--- config.mk ---
export PLATFORM = sky130hd
export DESIGN_NAME = uart_rx_engine
export DESIGN_NICKNAME = d
export VERILOG_FILES = /design/src/rtl/uart_rx_engine.sv
export SDC_FILE = /design/constraint.sdc
export NUM_CORES = 1
export LEC_CHECK = 0
export CAP_MARGIN = 0
export CORE_MARGIN = 4
export CORE_UTILIZATION = 60
export CTS_CLUSTER_SIZE = 8
export DETAILED_ROUTE_END_ITERATION = 8
export HOLD_SLACK_MARGIN = 0.02
export PLACE_DENSITY = 0.78
export SLEW_MARGIN = 20
export SYNTH_ARGS = -nofsm -noshare
export SYNTH_HDL_FRONTEND = slang
export SYNTH_SLANG_ARGS = --single-unit
--- constraint.sdc ---
create_clock -name clk -period 4.2 [get_ports clk]
set_input_delay 0.84 -clock clk [delete_from_list [all_inputs] [get_ports clk]]
set_output_delay 0.84 -clock clk [all_outputs]
set_load 0.05 [all_outputs]
--- src/rtl/uart_rx_engine.sv ---
// UART receiver: synchronised RX input, selectable baud table, 7/8 data bits,
// optional odd/even parity, single stop bit, with ready/parity/framing/overrun flags.
`timescale 1ns/1ps
module uart_rx_engine #(
  parameter int SYNC_STAGES = 2,
  parameter int CLK_HZ      = 100000000
) (
  input  logic       clk,
  input  logic       rst,
  input  logic       rx,
  input  logic [3:0] baud_sel,
  input  logic       eight,
  input  logic       pen,
  input  logic       ohel,
  input  logic       clr_rdy,
  output logic [7:0] rx_data,
  output logic       rx_rdy,
  output logic       perr,
  output logic       ferr,
  output logic       ovf
);

  localparam int K_MAX = (CLK_HZ + 150) / 300;
  localparam int CW    = $clog2(K_MAX + 1);

  typedef enum logic [2:0] {IDLE, START, DATA, PARITY, STOP} state_t;

  // Rounded clocks-per-bit for each baud selection; all entries are constants.
  function automatic logic [CW-1:0] bit_time(input logic [3:0] sel);
    case (sel)
      4'h0:    bit_time = CW'((CLK_HZ + 150) / 300);
      4'h1:    bit_time = CW'((CLK_HZ + 600) / 1200);
      4'h2:    bit_time = CW'((CLK_HZ + 1200) / 2400);
      4'h3:    bit_time = CW'((CLK_HZ + 2400) / 4800);
      4'h4:    bit_time = CW'((CLK_HZ + 4800) / 9600);
      4'h5:    bit_time = CW'((CLK_HZ + 9600) / 19200);
      4'h6:    bit_time = CW'((CLK_HZ + 19200) / 38400);
      4'h7:    bit_time = CW'((CLK_HZ + 28800) / 57600);
      4'h8:    bit_time = CW'((CLK_HZ + 57600) / 115200);
      4'h9:    bit_time = CW'((CLK_HZ + 115200) / 230400);
      4'hA:    bit_time = CW'((CLK_HZ + 230400) / 460800);
      default: bit_time = CW'((CLK_HZ + 460800) / 921600);
    endcase
  endfunction

  state_t                 state;
  logic [SYNC_STAGES-1:0] sync_q;
  logic [SYNC_STAGES-1:0] warm;
  logic                   rx_s;
  logic                   warm_ok;
  logic                   armed;
  logic [CW-1:0]          cnt;
  logic [CW-1:0]          k_lat;
  logic [CW-1:0]          k_sel;
  logic                   tick;
  logic                   eight_l;
  logic                   pen_l;
  logic                   ohel_l;
  logic [2:0]             bit_cnt;
  logic [7:0]             shift;
  logic                   par_err;
  logic [7:0]             data_word;

  assign rx_s      = sync_q[SYNC_STAGES-1];
  assign warm_ok   = warm[SYNC_STAGES-1];
  assign k_sel     = bit_time(baud_sel);
  assign tick      = (cnt <= CW'(1));
  assign data_word = eight_l ? shift : {1'b0, shift[7:1]};

  // A start is only accepted once the line has genuinely been seen high, so a
  // reset in the middle of a frame cannot lock onto a low data bit.
  always_ff @(posedge clk or posedge rst) begin
    if (rst) begin
      state   <= IDLE;
      sync_q  <= '1;
      warm    <= '0;
      armed   <= 1'b0;
      cnt     <= '0;
      k_lat   <= '0;
      eight_l <= 1'b0;
      pen_l   <= 1'b0;
      ohel_l  <= 1'b0;
      bit_cnt <= '0;
      shift   <= '0;
      par_err <= 1'b0;
      rx_data <= 8'h00;
      rx_rdy  <= 1'b0;
      perr    <= 1'b0;
      ferr    <= 1'b0;
      ovf     <= 1'b0;
    end else begin
      sync_q <= {sync_q[SYNC_STAGES-2:0], rx};
      warm   <= {warm[SYNC_STAGES-2:0], 1'b1};

      if (clr_rdy) begin
        rx_rdy <= 1'b0;
        perr   <= 1'b0;
        ferr   <= 1'b0;
        ovf    <= 1'b0;
      end

      case (state)
        IDLE: begin
          if (warm_ok && rx_s) armed <= 1'b1;
          if (armed && !rx_s) begin
            state   <= START;
            cnt     <= k_sel >> 1;
            k_lat   <= k_sel;
            eight_l <= eight;
            pen_l   <= pen;
            ohel_l  <= ohel;
            bit_cnt <= '0;
            shift   <= '0;
            par_err <= 1'b0;
          end
        end
        START: begin
          if (!tick) cnt <= cnt - CW'(1);
          else if (rx_s) state <= IDLE;
          else begin
            state <= DATA;
            cnt   <= k_lat;
          end
        end
        DATA: begin
          if (!tick) cnt <= cnt - CW'(1);
          else begin
            shift <= {rx_s, shift[7:1]};
            cnt   <= k_lat;
            if (bit_cnt == (eight_l ? 3'd7 : 3'd6)) state <= pen_l ? PARITY : STOP;
            else bit_cnt <= bit_cnt + 3'd1;
          end
        end
        PARITY: begin
          if (!tick) cnt <= cnt - CW'(1);
          else begin
            par_err <= rx_s ^ (^data_word) ^ ohel_l;
            cnt     <= k_lat;
            state   <= STOP;
          end
        end
        STOP: begin
          if (!tick) cnt <= cnt - CW'(1);
          else begin
            // Frame load overrides a coincident clr_rdy.
            state   <= IDLE;
            armed   <= rx_s;
            cnt     <= '0;
            rx_data <= data_word;
            perr    <= pen_l & par_err;
            ferr    <= ~rx_s;
            rx_rdy  <= 1'b1;
            ovf     <= rx_rdy & ~clr_rdy;
          end
        end
        default: state <= IDLE;
      endcase
    end
  end

endmodule

### After elaboration in Yosys (flattened, before gate mapping)

Memory sizes are Yosys's and may differ from the RTL's.
Index checks and enable logic that the tools add are counted.

| operators by class | value |
|---|---|
| bitwise operators | 6 |
| add/subtract/negate cells | 2 |
| eq/ne operators | 14 |
| magnitude comparators | 1 |
| reductions and logical operators | 18 |
| multiplexer cells | 42 |

Operators by type and width:

| cell | number |
|---|---|
| 19-bit 2-to-1 mux | 5 |
| 19-bit case mux with 4 select lines | 1 |
| 3-bit 2-to-1 mux | 10 |
| 8-bit 2-to-1 mux | 3 |
| 19-bit by 1-bit less-or-equal comparator with 1-bit output, second input constant | 1 |
| 19-bit by 1-bit subtractor with 19-bit output, second input constant | 1 |
| 1-bit 2-to-1 mux | 17 |
| 2-bit inequality test, second input constant | 8 |
| 8-bit case mux with 2 select lines | 1 |
| 3-bit case mux with 5 select lines | 1 |
| 3-bit AND reduction | 4 |
| 8-bit parity | 1 |
| 3-bit by 2-bit == test with 1-bit output, second input constant | 2 |
| 3-bit case mux with 2 select lines | 1 |
| 6-bit AND reduction | 1 |
| 2-bit nonzero test | 3 |
| 1-bit case mux with 2 select lines | 2 |
| 2-bit AND reduction | 2 |
| 4-bit AND reduction | 1 |
| 4-bit nonzero test | 1 |
| 3-bit by 1-bit adder with 3-bit output, second input constant | 1 |
| 3-bit by 1-bit == test with 1-bit output, second input constant | 1 |
| 3-bit == test | 1 |
| 3-bit == test, second input constant | 1 |
| 9 further kinds | 13 |

| word-level totals | value |
|---|---|
| ROM bits | 288 |
| flip-flop bits (word level) | 73 |
| input port bits | 11 |
| memories kept | 1 |

Memory list:

| name | words | width | rd ports | clocked after Yosys merged registers in | wr ports | line | text |
|---|---|---|---|---|---|---|---|
| (name not given) | 16 | 18 | 1 | 0 | 0 | 30 | `case (sel)` |

### Logic depth before layout (Yosys ltp)

Gate-level depths: netlist (run 1).

| depth | value |
|---|---|
| depth in word-level cells | 6 |
| gate-level depth with buffers | 10 |
| depth with buffers taken out | 8 |

### Worst setup path before layout (run 1)

No wires, ideal clock.

| timing | value |
|---|---|
| path type | input to register |
| from | in baud_sel[3] |
| to | reg cnt[1] |
| path slack | 2.110 ns |
| required time | 4.105 ns |
| cell stages on the path | 7 |
| data arrival time | 1.994 ns |
| cell sequence | clkbuf_1 clkbuf_1 o21ai_0 o21a_1 o21ai_0 o21ai_0 o31ai_1 |

| between the ends | value |
|---|---|
| word-level cells in the longest chain between the ends | 3 |

Ends and longest elaborated chain:

| element | line | text |
|---|---|---|
| start, declared | 11 | `input logic [3:0] baud_sel,` |
| memory 16 x 18 bit | n/a |  |
| 19-bit 2-to-1 mux | 105 | `if (armed && !rx_s) begin` |
| 19-bit case mux with 4 select lines | 102 | `case (state)` |
| end signal, assigned | 107 | `cnt <= k_sel >> 1;` |
| end signal, assigned | 118 | `if (!tick) cnt <= cnt - CW'(1);` |
| end signal, assigned | 122 | `cnt <= k_lat;` |
| end, declared | 52 | `logic [CW-1:0] cnt;` |

No other way between the ends. The select of a mux whose other input is x is not followed.
A chain may end at the register's enable or synchronous reset.

### Worst setup path after layout (run 1)

| timing | value |
|---|---|
| from | reg cnt[11] |
| to | reg bit_cnt[2] |

| between the ends | value |
|---|---|
| word-level cells in the longest chain between the ends | 3 |

Ends and longest elaborated chain:

| element | line | text |
|---|---|---|
| 19-bit by 1-bit less-or-equal comparator with 1-bit output | 67 | `assign tick = (cnt <= CW'(1));` |
| 2-bit inequality test (no line) | n/a |  |
| 4-bit AND reduction (no line) | n/a |  |
| end signal, assigned | 131 | `else bit_cnt <= bit_cnt + 3'd1;` |
| end, declared | 59 | `logic [2:0] bit_cnt;` |

No other way between the ends.

==> results of run 1 <==
## critical path, cell delays in order, from the launching register on
cell and delay, ps:
sky130_fd_sc_hd__dfrtp_1 450, sky130_fd_sc_hd__nor3_1 430, sky130_fd_sc_hd__nand2_1 260, sky130_fd_sc_hd__nor2_4 180
sky130_fd_sc_hd__buf_4 420, sky130_fd_sc_hd__and4_1 610, sky130_fd_sc_hd__a31oi_1 160, sky130_fd_sc_hd__o21a_1 210
## placed cells by master, fill, tap and decap left out, types with 8 or more instances in the layout
cell / Yosys / final
sky130_fd_sc_hd__a211oi_1: 8 / 8
sky130_fd_sc_hd__a21oi_1: 27 / 27
sky130_fd_sc_hd__clkbuf_8: 0 / 9
sky130_fd_sc_hd__clkdlybuf4s50_1: 0 / 22
sky130_fd_sc_hd__dfrtp_1: 70 / 70
sky130_fd_sc_hd__ha_1: 8 / 8
sky130_fd_sc_hd__inv_1: 13 / 12
sky130_fd_sc_hd__mux2i_1: 8 / 8
sky130_fd_sc_hd__nand2_1: 68 / 68
sky130_fd_sc_hd__nand3_1: 11 / 11
sky130_fd_sc_hd__nor2_1: 42 / 42
sky130_fd_sc_hd__nor3_1: 10 / 10
sky130_fd_sc_hd__o21ai_0: 68 / 68
sky130_fd_sc_hd__xnor2_1: 11 / 11
## flip-flops by register name (all words and copies together), names as in the netlist
register and count:
cnt 19, k_lat 18, rx_data 8, shift 8, bit_cnt 3, state 3
sync_q 2, warm 2, armed 1, eight_l 1, ferr 1, ohel_l 1
ovf 1, par_err 1, pen_l 1, perr 1, rx_rdy 1
## layer usage
metal / wire (um) / share of wire / track usage
met2: 4255 / 0.43 / 0.3483
met1: 4668 / 0.47 / 0.3762
met4: 174 / 0.018 / 0.08794
met5: 0 / 0 / 0
met3: 797 / 0.081 / 0.05965
## cell type report
class                      count  area, um^2  area share
tap                           80       100.1     0.02204
clock buffer                  11       131.4     0.02893
timing repair buffer          26       262.8     0.05785
multi-input combinational    360        2137      0.4705
sequential                    72        1804      0.3972
inverter                      13       48.80     0.01074
clock inverter                 5       57.56     0.01267
## path summary, 6_finish.rpt
kind                       startpoint         end  slack, ps  cells after the start
max                           cnt[11]  bit_cnt[2]       1350                      7
min                         sync_q[0]   sync_q[1]        360                      0
max reg2reg                   cnt[11]  bit_cnt[2]       1350                      7
min reg2reg                 sync_q[0]   sync_q[1]        360                      0
max in group asynchronous         rst      cnt[6]       2620                      3
min in group asynchronous         rst  rx_data[7]        930                      2
## logic make-up after synthesis
| group | synth area share |
|---|---|
| adders and majority gates | 0.02410 |
| other | 0.0009030 |
| and+or+nand+nor | 0.2109 |
| DFF | 0.4345 |
| buffers and inverters | 0.05092 |
| AOI/OAI and AO/OA | 0.2199 |
| xor gates and xnor gates | 0.02320 |
| muxes | 0.03555 |
## synth_stat cells, drive strengths merged (3+ instances only)
| master | instances | area share |
|---|---|---|
| o21ai | 71 | 0.086 |
| dfrtp | 70 | 0.42 |
| nand2 | 69 | 0.064 |
| nor2 | 43 | 0.041 |
| a21oi | 27 | 0.033 |
| buf | 19 | 0.028 |
| inv | 13 | 0.012 |
| clkbuf | 12 | 0.011 |
| nand3 | 12 | 0.016 |
| nor3 | 12 | 0.017 |
| xnor2 | 11 | 0.023 |
| a211oi | 8 | 0.014 |
| ha | 8 | 0.024 |
| mux2i | 8 | 0.019 |
| a311oi | 7 | 0.015 |
| mux2 | 6 | 0.016 |
| nor4 | 6 | 0.014 |
| o31ai | 6 | 0.011 |
| nand2b | 5 | 0.0075 |
| a31oi | 4 | 0.0060 |
| nor3b | 4 | 0.0084 |
| a41o | 3 | 0.0072 |
| and3 | 3 | 0.0045 |
| nand3b | 3 | 0.0054 |
| nand4 | 3 | 0.0060 |
| nor2b | 3 | 0.0045 |
| o22ai | 3 | 0.0045 |
| or3 | 3 | 0.0045 |
## through the flow
stage | instance area [um^2] | std cells
floorplan | 4153 | 476
global placement | 4353 | 551
detailed placement | 4353 | 551
CTS | 4542 | 567
global route | 4542 | 567
finish | 4542 | 567
## where the power goes
group,switching (mW),total [mW],internal (mW)
registers,0.235,1.12,0.887
logic,0.406,0.705,0.299
clock network,0.270,0.545,0.275
total,0.911,2.37,1.46
==> impl_metrics.csv, run 1 <==
group,metric,value,unit
min_path,worst_hold_path_type,"flip-flop to flip-flop",
critical_path,setup.worst_path.end_class,"flip-flop",
cells_and_area,ratio_of_cells_with_drive_above_1_in_the_final_layout,0.08419,
sta,maxSlewHeadroom,0.4994,
cells_and_area,n_antenna_cell,0,
cells_and_area,finish.utilization,0.6722,
floorplanning,die_area,8317,um^2
grt,grt_pass1_wl,16.58,mm
clock_tree,tritoncts,"built",
clock_tree,ctsResizeCount,0,
sta,worst_clock_skew,9.685,ps
critical_path,path_max_fanout,43,
placed_design,place.gp.congestion,0.9419,
detailed_routing,routed_via_count,3605,
yosys,yosys.cell_types.count,64,
clock_tree,root_buffer,"sky130_fd_sc_hd__clkbuf_8",
yosys,synth_sequential_area_ratio,0.4345,
critical_path,startpoint_type,"flip-flop",
detailed_routing,final_routed_wire_length_divided_by_cell_count,17.45,um
yosys,synthesis_warning_total,0,
detailed_routing,viasPerCell,6.358,
floorplanning,core_area,6756,um^2
run,timing.max_cap.violations,0,
detailed_routing,drt_iter0_markers,352,
pwr,power-per-cell-area,522.3,nW/um^2
yosys,synth_area,4153,um^2
grt,grt_overflow,0,
status,outcome,"completed",
sta,finalHoldViolCount,0,
yosys,count_of_flip_flops_with_a_built_in_enable_after_synthesis,0,
pwr,vdd.ir_drop.worst,0.2805,mV
sta,max_freq,0.3510,GHz
sta,rsz_0062_raised_after_global_routing,"no",
cells_and_area,syn2layout_area_growth,9.370,%
floorplanning,fp.dieW,91.20,um
clock_tree,cts_made_buffers,9,
clock_tree,cts_htree_levels,3,
yosys,number_of_nets_in_the_synthesized_netlist,495,
cells_and_area,design.final.nets,501,
sta,final.setup.worst_slack,1351,ps
floorplanning,floorplan.die.height,91.20,um
sta,final_period_minus_worst_setup_slack,2849,ps
placed_design,io_buffers,22,
sta,finalSetupTns,0,ps
sta,worst_margin_pin_slew,749.8,ps
sta,final-max-slew-violation-count,0,
critical_path,critical_setup_path_kind,"flip-flop to flip-flop",
yosys,ys_dominant_reg_cell,"sky130_fd_sc_hd__dfrtp_1",
detailed_routing,routed_wl,9.895,mm
yosys,synthesis.area_per_instance,8.724,um^2
sta,timing.final.setup_violations,0,
clock_tree,postCtsSetupRepairBufs,0,
clock_tree,cts.clk_slew.worst_paths,80,ps
grt,largest_net_degree_at_the_start_of_global_routing,50,
grt,gr-usage-all-layers,0.2495,
yosys,synthArstFlopShare,1.000,
pwr,total_leakage_power,1.884,nW
clock_tree,clk-insertion-delay-late,360,ps
clock_tree,hold_buffers,0,
sta,min_period_over_period,0.6784,
yosys,ys_seq_elements,72,
cells_and_area,fillerInstances,569,
grt,grt_antenna_before_repair,0,
placed_design,pre_cts_ws,1267,ps
critical_path,crit_required,4450,ps
placed_design,dpl.hpwl,6.729,mm
pwr,pnr_total_power,2.372,mW
clock_tree,cts_sinks,72,
yosys,post_synth_inst_count,476,
floorplanning,rows,30,
floorplanning,boundaryPins,23,
critical_path,cp_data_arrival_time,3100,ps
sta,fin_hold_ws,358.0,ps
detailed_routing,detail_route.drc_violations,0,
clock_tree,cts-root-to-sink-buffers,2,
floorplanning,initial_core_utilization,0.6146,
grt,grt_pass1_vias,3313,
detailed_routing,ant_nets,0,
detailed_routing,drt_pre_antenna_iters,5,
(Power assumes the default switching activity.)
==> run 2: changes to the inputs <==
--- a/config.mk
+++ b/config.mk
@@ -7,11 +7,11 @@
 export LEC_CHECK = 0
 export CAP_MARGIN = 0
 export CORE_MARGIN = 4
-export CORE_UTILIZATION = 60
+export CORE_UTILIZATION = 54
 export CTS_CLUSTER_SIZE = 8
 export DETAILED_ROUTE_END_ITERATION = 8
 export HOLD_SLACK_MARGIN = 0.02
-export PLACE_DENSITY = 0.78
+export PLACE_DENSITY = 0.74
 export SLEW_MARGIN = 20
 export SYNTH_ARGS = -nofsm -noshare
 export SYNTH_HDL_FRONTEND = slang
==> constraint.sdc (replaced) <==
create_clock -name clk -period 2.35 [get_ports clk]
set_input_delay 0.47 -clock clk [delete_from_list [all_inputs] [get_ports clk]]
set_output_delay 0.47 -clock clk [all_outputs]
set_load 0.05 [all_outputs]
==> run 2 against run 1 <==
Critical path type unchanged. Routed wire length decreased by 0.14%. Fmax increased by 26%. Via count increased by 1.7%. Hold slack improved by 2.7 ps. Sequential share of layout area decreased by 2.4 points.
==> impl_metrics.csv, run 2 (synthesis results as in run 1) <==
group,metric,value,unit
status,outcome,"completed",
grt,grt_pass1_wl,16.44,mm
grt,gr-usage-all-layers,0.2329,
clock_tree,cts_sinks,72,
detailed_routing,ant_nets,0,
critical_path,cpPeakStageDelay,440,ps
placed_design,io_buffers,22,
sta,max_freq,0.4412,GHz
detailed_routing,final_routed_wire_length_divided_by_cell_count,16.04,um
cells_and_area,largest_register_ff_count,19,
cells_and_area,final_common_cell,"sky130_fd_sc_hd__dfrtp_1",
floorplanning,boundaryPins,23,
pwr,power.net_switching,1.665,mW
detailed_routing,detail_route.drc_violations,0,
sta,rsz_0062_raised_after_global_routing,"no",
cells_and_area,max_flop_register,"cnt",
clock_tree,cts.clk_slew.worst_paths,80,ps
pwr,p_int,2.722,mW
clock_tree,clk-insertion-delay-late,350,ps
pwr,clock_power_share,0.228,
min_path,hold_path_depth,0,
critical_path,critical_setup_path_kind,"flip-flop to flip-flop",
grt,grt_overflow,0,
floorplanning,rows,31,
clock_tree,tritoncts,"built",
critical_path,path_max_fanout,10,
pwr,power-per-cell-area,907.3,nW/um^2
cells_and_area,syn2layout_area_growth,16.42,%
sta,final-max-slew-violation-count,0,
floorplanning,core_area,7370,um^2
critical_path,cp_data_arrival_time,2490,ps
cells_and_area,final_cell_count_no_fill,616,
sta,final_period_minus_worst_setup_slack,2267,ps
critical_path,worst_r2r_path_depth,6,
placed_design,dpl.hpwl,7.022,mm
detailed_routing,drt_iter0_markers,379,
cells_and_area,n_antenna_cell,0,
pwr,sw_frac_of_total,0.3795,
floorplanning,fp.dieW,95.70,um
min_path,worst_hold_path_type,"flip-flop to flip-flop",
detailed_routing,viasPerCell,5.953,
critical_path,startpoint_type,"flip-flop",
cells_and_area,ratio_of_cells_with_drive_above_1_in_the_final_layout,0.1393,
cells_and_area,seq_area,1804,um^2
sta,maxSlewHeadroom,0.5256,
sta,fin_hold_ws,360.7,ps
grt,largest_net_degree_at_the_start_of_global_routing,73,
clock_tree,cts_made_buffers,9,
pwr,power.share.sequential,0.445,
cells_and_area,multi_input_comb_area,2143,um^2
run,timing.max_cap.violations,0,
sta,timing.final.setup_violations,0,
sta,worst_clock_skew,8.652,ps
critical_path,crit_required,2570,ps
min_path,min_to,"sync_q[1]",
cells_and_area,design.final.nets,531,
clock_tree,root_buffer,"sky130_fd_sc_hd__clkbuf_8",
placed_design,dpl.cell_count,600,
critical_path,setup.worst_path.end_class,"flip-flop",
clock_tree,postCtsSetupRepairBufs,0,
pwr,total_leakage_power,2.044,nW
pwr,pnr_total_power,4.386,mW
detailed_routing,routed_wl,9.881,mm
cells_and_area,leading_cell_types_in_the_layout_fill_and_taps_excluded,"70 x sky130_fd_sc_hd__dfrtp_1, 68 x sky130_fd_sc_hd__nand2_1, 68 x sky130_fd_sc_hd__o21ai_0, 42 x sky130_fd_sc_hd__nor2_1, 31 x sky130_fd_sc_hd__buf_4",
pwr,vdd.ir_drop.worst,0.4865,mV
floorplanning,initial_core_utilization,0.5635,
critical_path,rr_startpoint,"cnt[14]",
clock_tree,cts_htree_levels,3,
critical_path,worst-path-stages,6,
floorplanning,die_area,9158,um^2
pwr,part_of_the_power_in_combinational_logic,0.326,
critical_path,worst_path_dominant_cell_family,"compound AO/OA/AOI/OAI gates",
critical_path,critPathSlowestCell,"sky130_fd_sc_hd__dfrtp_1",
critical_path,reg2reg_setup_slack,80,ps
sta,finalHoldViolCount,0,
detailed_routing,drt_pre_antenna_iters,5,
sta,worst_margin_pin_slew,693.7,ps
sta,min_period_over_period,0.9645,
cells_and_area,fillerInstances,628,
critical_path,critical_path.n_buffers_inverters,0,
grt,grt_antenna_before_repair,0,
critical_path,cell_by_cell_trace_of_the_critical_path,"nor4_1, nand2_1, o21ai_2, nor3b_1, a311oi_1, o21ai_0",
critical_path,r2r-end,"cnt[4]",
detailed_routing,routed_via_count,3667,
min_path,worstHoldStart,"sync_q[0]",
sta,finalSetupTns,0,ps
placed_design,place.gp.congestion,0.9229,
clock_tree,cts-root-to-sink-buffers,2,
grt,grt_pass1_vias,3333,
cells_and_area,biggestRegsByFlops,"cnt: 19 flops, k_lat: 18 flops",
floorplanning,floorplan.die.height,95.70,um
## run 2: cell count changes in the layout (fill, tap and decap cells not counted), moves of 2 or more
| cell | before | now |
|---|---|---|
| sky130_fd_sc_hd__buf_4 | 3 | 31 |
| sky130_fd_sc_hd__clkbuf_1 | 2 | 0 |
| sky130_fd_sc_hd__buf_12 | 1 | 3 |
| sky130_fd_sc_hd__inv_6 | 0 | 3 |
## run 2: timing repair
action	4_1_cts	5_1_grt
setup endpoints to repair	0	2
hold buffers	0	0
gates resized for setup	0	1
## run 2: worst max-delay path by stage
stage | to | from | slack, ps
finish | cnt[4] | cnt[14] | 80
global route | cnt[16] | cnt[1] | 10
CTS | cnt[4] | cnt[14] | 160
detailed placement | cnt[3] | baud_sel[0] | 130
global placement | cnt[5] | baud_sel[1] | 180
floorplan | armed | rst | 60
## run 2: layer usage
layer  global-route usage  wire length [um]  share of wire  vias to the layer above
li1                     -                 -              -                     1785
met3              0.03753               708          0.072                       20
met4               0.1055               244          0.025                        0
met1               0.3458              4694           0.48                     1721
met5                    0                 0              0                        -
met2               0.3335              4233           0.43                      141
## run 2: worst register-to-register path, cell delays in order (launching register included)
cell and delay, ps:
sky130_fd_sc_hd__dfrtp_1 440, sky130_fd_sc_hd__nor4_1 390, sky130_fd_sc_hd__nand2_1 230, sky130_fd_sc_hd__o21ai_2 430, sky130_fd_sc_hd__nor3b_1 130, sky130_fd_sc_hd__a311oi_1 390
sky130_fd_sc_hd__o21ai_0 120
## run 2: area by class of cell
cell class | instances | share of cell area
well taps | 99 | 0.02562
inverters | 13 | 0.01009
clock buffers | 9 | 0.02562
repair buffers | 56 | 0.1061
clock inverters | 7 | 0.01605
multi-input cells | 360 | 0.4433
flip-flops and latches | 72 | 0.3732
## run 2: stage by stage
step / area (um^2) / worst slack, ps / utilization
2_1_floorplan: 4153 / 58.39 / -
4_1_cts: 4828 / 160.8 / 0.6552
5_1_grt: 4835 / 13.73 / 0.6560
3_5_place_dp: 4627 / 130.2 / 0.6278
6_report: 4835 / 83.39 / 0.6560
3_3_place_gp: 4627 / 176.8 / 0.6278
## run 2: power groups by stage
stage | registers [mW] | logic (mW) | clock network [mW]
3_5_place_dp | 1.96 | 1.40 | 0
3_3_place_gp | 1.94 | 1.36 | 0
6_report | 1.95 | 1.43 | 1.00
2_1_floorplan | 1.85 | 1.03 | 0
4_1_cts | 1.94 | 1.40 | 1.03
5_1_grt | 2.01 | 1.59 | 1.08
==> run 3: changes to the inputs <==
--- a/config.mk
+++ b/config.mk
@@ -12,6 +12,7 @@
 export DETAILED_ROUTE_END_ITERATION = 8
 export HOLD_SLACK_MARGIN = 0.02
 export PLACE_DENSITY = 0.74
+export RECOVER_POWER = 50
 export SLEW_MARGIN = 20
 export SYNTH_ARGS = -nofsm -noshare
 export SYNTH_HDL_FRONTEND = slang
==> run 3 against run 2 <==
The run now ends with max-capacitance violations, max-slew violations left. Die area unchanged. Critical path depth unchanged. Setup slack improved by 32 ps. Combinational power about the same. Core utilization decreased by 0.20 points. Clock skew increased by 2.0 ps. Highest routed layer unchanged.
==> impl_metrics.csv, run 3 (synthesis results as in run 1) <==
group,metric,value,unit
placed_design,pre_cts_ws,130.2,ps
clock_tree,root_buffer,"sky130_fd_sc_hd__clkbuf_8",
run,timing.max_cap.violations,1,
clock_tree,cts_htree_levels,3,
cells_and_area,seq_area,1804,um^2
clock_tree,cts_made_buffers,9,
cells_and_area,leading_cell_types_in_the_layout_fill_and_taps_excluded,"70 x sky130_fd_sc_hd__dfrtp_1, 68 x sky130_fd_sc_hd__nand2_1, 68 x sky130_fd_sc_hd__o21ai_0, 42 x sky130_fd_sc_hd__nor2_1, 31 x sky130_fd_sc_hd__buf_4",
floorplanning,floorplan.die.height,95.70,um
sta,finalSetupTns,0,ps
cells_and_area,biggestRegsByFlops,"cnt: 19 flops, k_lat: 18 flops",
detailed_routing,final_routed_wire_length_divided_by_cell_count,16.07,um
floorplanning,fp.dieW,95.70,um
cells_and_area,syn2layout_area_growth,16.06,%
status,outcome,"finished with violations",
sta,worst_clock_skew,10.68,ps
detailed_routing,drt_iter0_markers,479,
cells_and_area,fillerInstances,630,
critical_path,setup.worst_path.end_class,"flip-flop",
detailed_routing,routed_via_count,3654,
sta,rsz_0062_raised_after_global_routing,"no",
sta,max_freq,0.4474,GHz
critical_path,startpoint_type,"flip-flop",
floorplanning,rows,31,
clock_tree,cts.clk_slew.worst_paths,80,ps
pwr,power-per-cell-area,909.2,nW/um^2
pwr,total_leakage_power,2.036,nW
sta,maxSlewHeadroom,-0.05121,
grt,gr-usage-all-layers,0.2329,
placed_design,place_area,4627,um^2
grt,grt_pass1_vias,3333,
floorplanning,boundaryPins,23,
floorplanning,die_area,9158,um^2
cells_and_area,design.final.nets,531,
grt,largest_net_degree_at_the_start_of_global_routing,73,
placed_design,io_buffers,22,
sta,final.setup.worst_slack,115.0,ps
critical_path,critical_setup_path_kind,"flip-flop to flip-flop",
sta,min_period_over_period,0.9511,
critical_path,path_max_fanout,10,
pwr,vdd.ir_drop.worst,0.4902,mV
critical_path,r2r-end,"cnt[4]",
cells_and_area,multi_input_comb_area,2143,um^2
critical_path,reg2reg_setup_slack,110,ps
cells_and_area,final_common_cell,"sky130_fd_sc_hd__dfrtp_1",
detailed_routing,routed_wl,9.902,mm
clock_tree,cts_sinks,72,
grt,grt_overflow,0,
clock_tree,cts-root-to-sink-buffers,2,
sta,final-max-slew-violation-count,73,
sta,finalHoldViolCount,0,
cells_and_area,cell_area_after_layout,4820,um^2
cells_and_area,n_antenna_cell,0,
pwr,sw_frac_of_total,0.3801,
pwr,power.share.sequential,0.447,
cells_and_area,ratio_of_cells_with_drive_above_1_in_the_final_layout,0.1354,
detailed_routing,ant_nets,0,
detailed_routing,detail_route.drc_violations,0,
critical_path,worst_r2r_path_depth,6,
cells_and_area,largest_register_ff_count,19,
critical_path,crit_start,"cnt[14]",
grt,grt_antenna_before_repair,0,
critical_path,rr_startpoint,"cnt[14]",
clock_tree,hold_buffers,0,
sta,worst_margin_pin_slew,1577,ps
pwr,clock_power_share,0.228,
floorplanning,core_area,7370,um^2
placed_design,dpl.hpwl,7.022,mm
critical_path,cp_data_arrival_time,2460,ps
pwr,p_int,2.717,mW
clock_tree,tritoncts,"built",
cells_and_area,max_flop_register,"cnt",
critical_path,crit_required,2570,ps
grt,grt_pass1_wl,16.44,mm
pwr,part_of_the_power_in_combinational_logic,0.325,
detailed_routing,drt_pre_antenna_iters,5,
clock_tree,clk-insertion-delay-late,350,ps
status,failing_checks,"max-capacitance violations, max-slew violations",
pwr,power.net_switching,1.665,mW
detailed_routing,viasPerCell,5.932,
floorplanning,initial_core_utilization,0.5635,
sta,timing.final.setup_violations,0,
sta,final_period_minus_worst_setup_slack,2235,ps
min_path,worst_hold_path_type,"flip-flop to flip-flop",
critical_path,critPathCapture,"cnt[4]",
sta,fin_hold_ws,360.6,ps
placed_design,place.gp.congestion,0.9229,
[run 3: changes by cell type in the layout (fill, tap and decap cells not counted), sizes merged]
cell / delta
clkdlybuf4s50: -1
clkinv: +1
dlygate4sd3: +1
inv: -1
[run 3: worst min-delay path by stage]
stage / cells past startpoint / slack (ps) / end / startpoint
floorplan: 0 / 330 / warm[1] / warm[0]
global placement: 0 / 340 / warm[1] / warm[0]
detailed placement: 0 / 350 / sync_q[1] / sync_q[0]
CTS: 0 / 360 / warm[1] / warm[0]
global route: 0 / 370 / sync_q[1] / sync_q[0]
finish: 0 / 360 / sync_q[1] / sync_q[0]
[run 3: routing by layer]
layer  part of all wire  vias to the layer above  track usage
met5                  0                        -            0
met4              0.016                        0       0.1055
met3              0.073                       13      0.03753
met2               0.43                      144       0.3335
met1               0.48                     1716       0.3458
li1                   -                     1781            -
[run 3: power groups by stage]
stage | Combinational, mW | Clock (mW) | Sequential, mW
floorplan | 1.03 | 0 | 1.85
global placement | 1.36 | 0 | 1.94
detailed placement | 1.40 | 0 | 1.96
CTS | 1.40 | 1.03 | 1.94
global route | 1.59 | 1.08 | 2.01
finish | 1.43 | 0.998 | 1.96
[run 3: what timing repair did]
item / CTS / global route
gates resized for setup: 0 / 1
endpoints found under the hold margin: 0 / 0
endpoints found under the setup margin: 0 / 2
buffers inserted: 0 / 0
[run 3: worst max-delay path, stage by stage, from the launching register on]
cell and delay, ps:
sky130_fd_sc_hd__dfrtp_1 440, sky130_fd_sc_hd__nor4_1 390, sky130_fd_sc_hd__nand2_1 230, sky130_fd_sc_hd__o21ai_2 430, sky130_fd_sc_hd__nor3b_1 130, sky130_fd_sc_hd__a311oi_1 370, sky130_fd_sc_hd__o21ai_0 120
[run 3: cell type report]
type,count,area share
Inverter,13,0.01012
Multi-Input combinational cell,360,0.4447
Clock inverter,7,0.01610
Tap cell,99,0.02570
Clock buffer,9,0.02570
Sequential cell,72,0.3744
Timing Repair Buffer,56,0.1033
[run 3: metrics by stage]
stage | instances | utilization | total power, mW
2_1_floorplan | 476 | - | 2.880
3_3_place_gp | 600 | 0.6278 | 3.302
3_5_place_dp | 600 | 0.6278 | 3.356
4_1_cts | 616 | 0.6552 | 4.366
5_1_grt | 616 | 0.6540 | 4.680
6_report | 616 | 0.6540 | 4.382
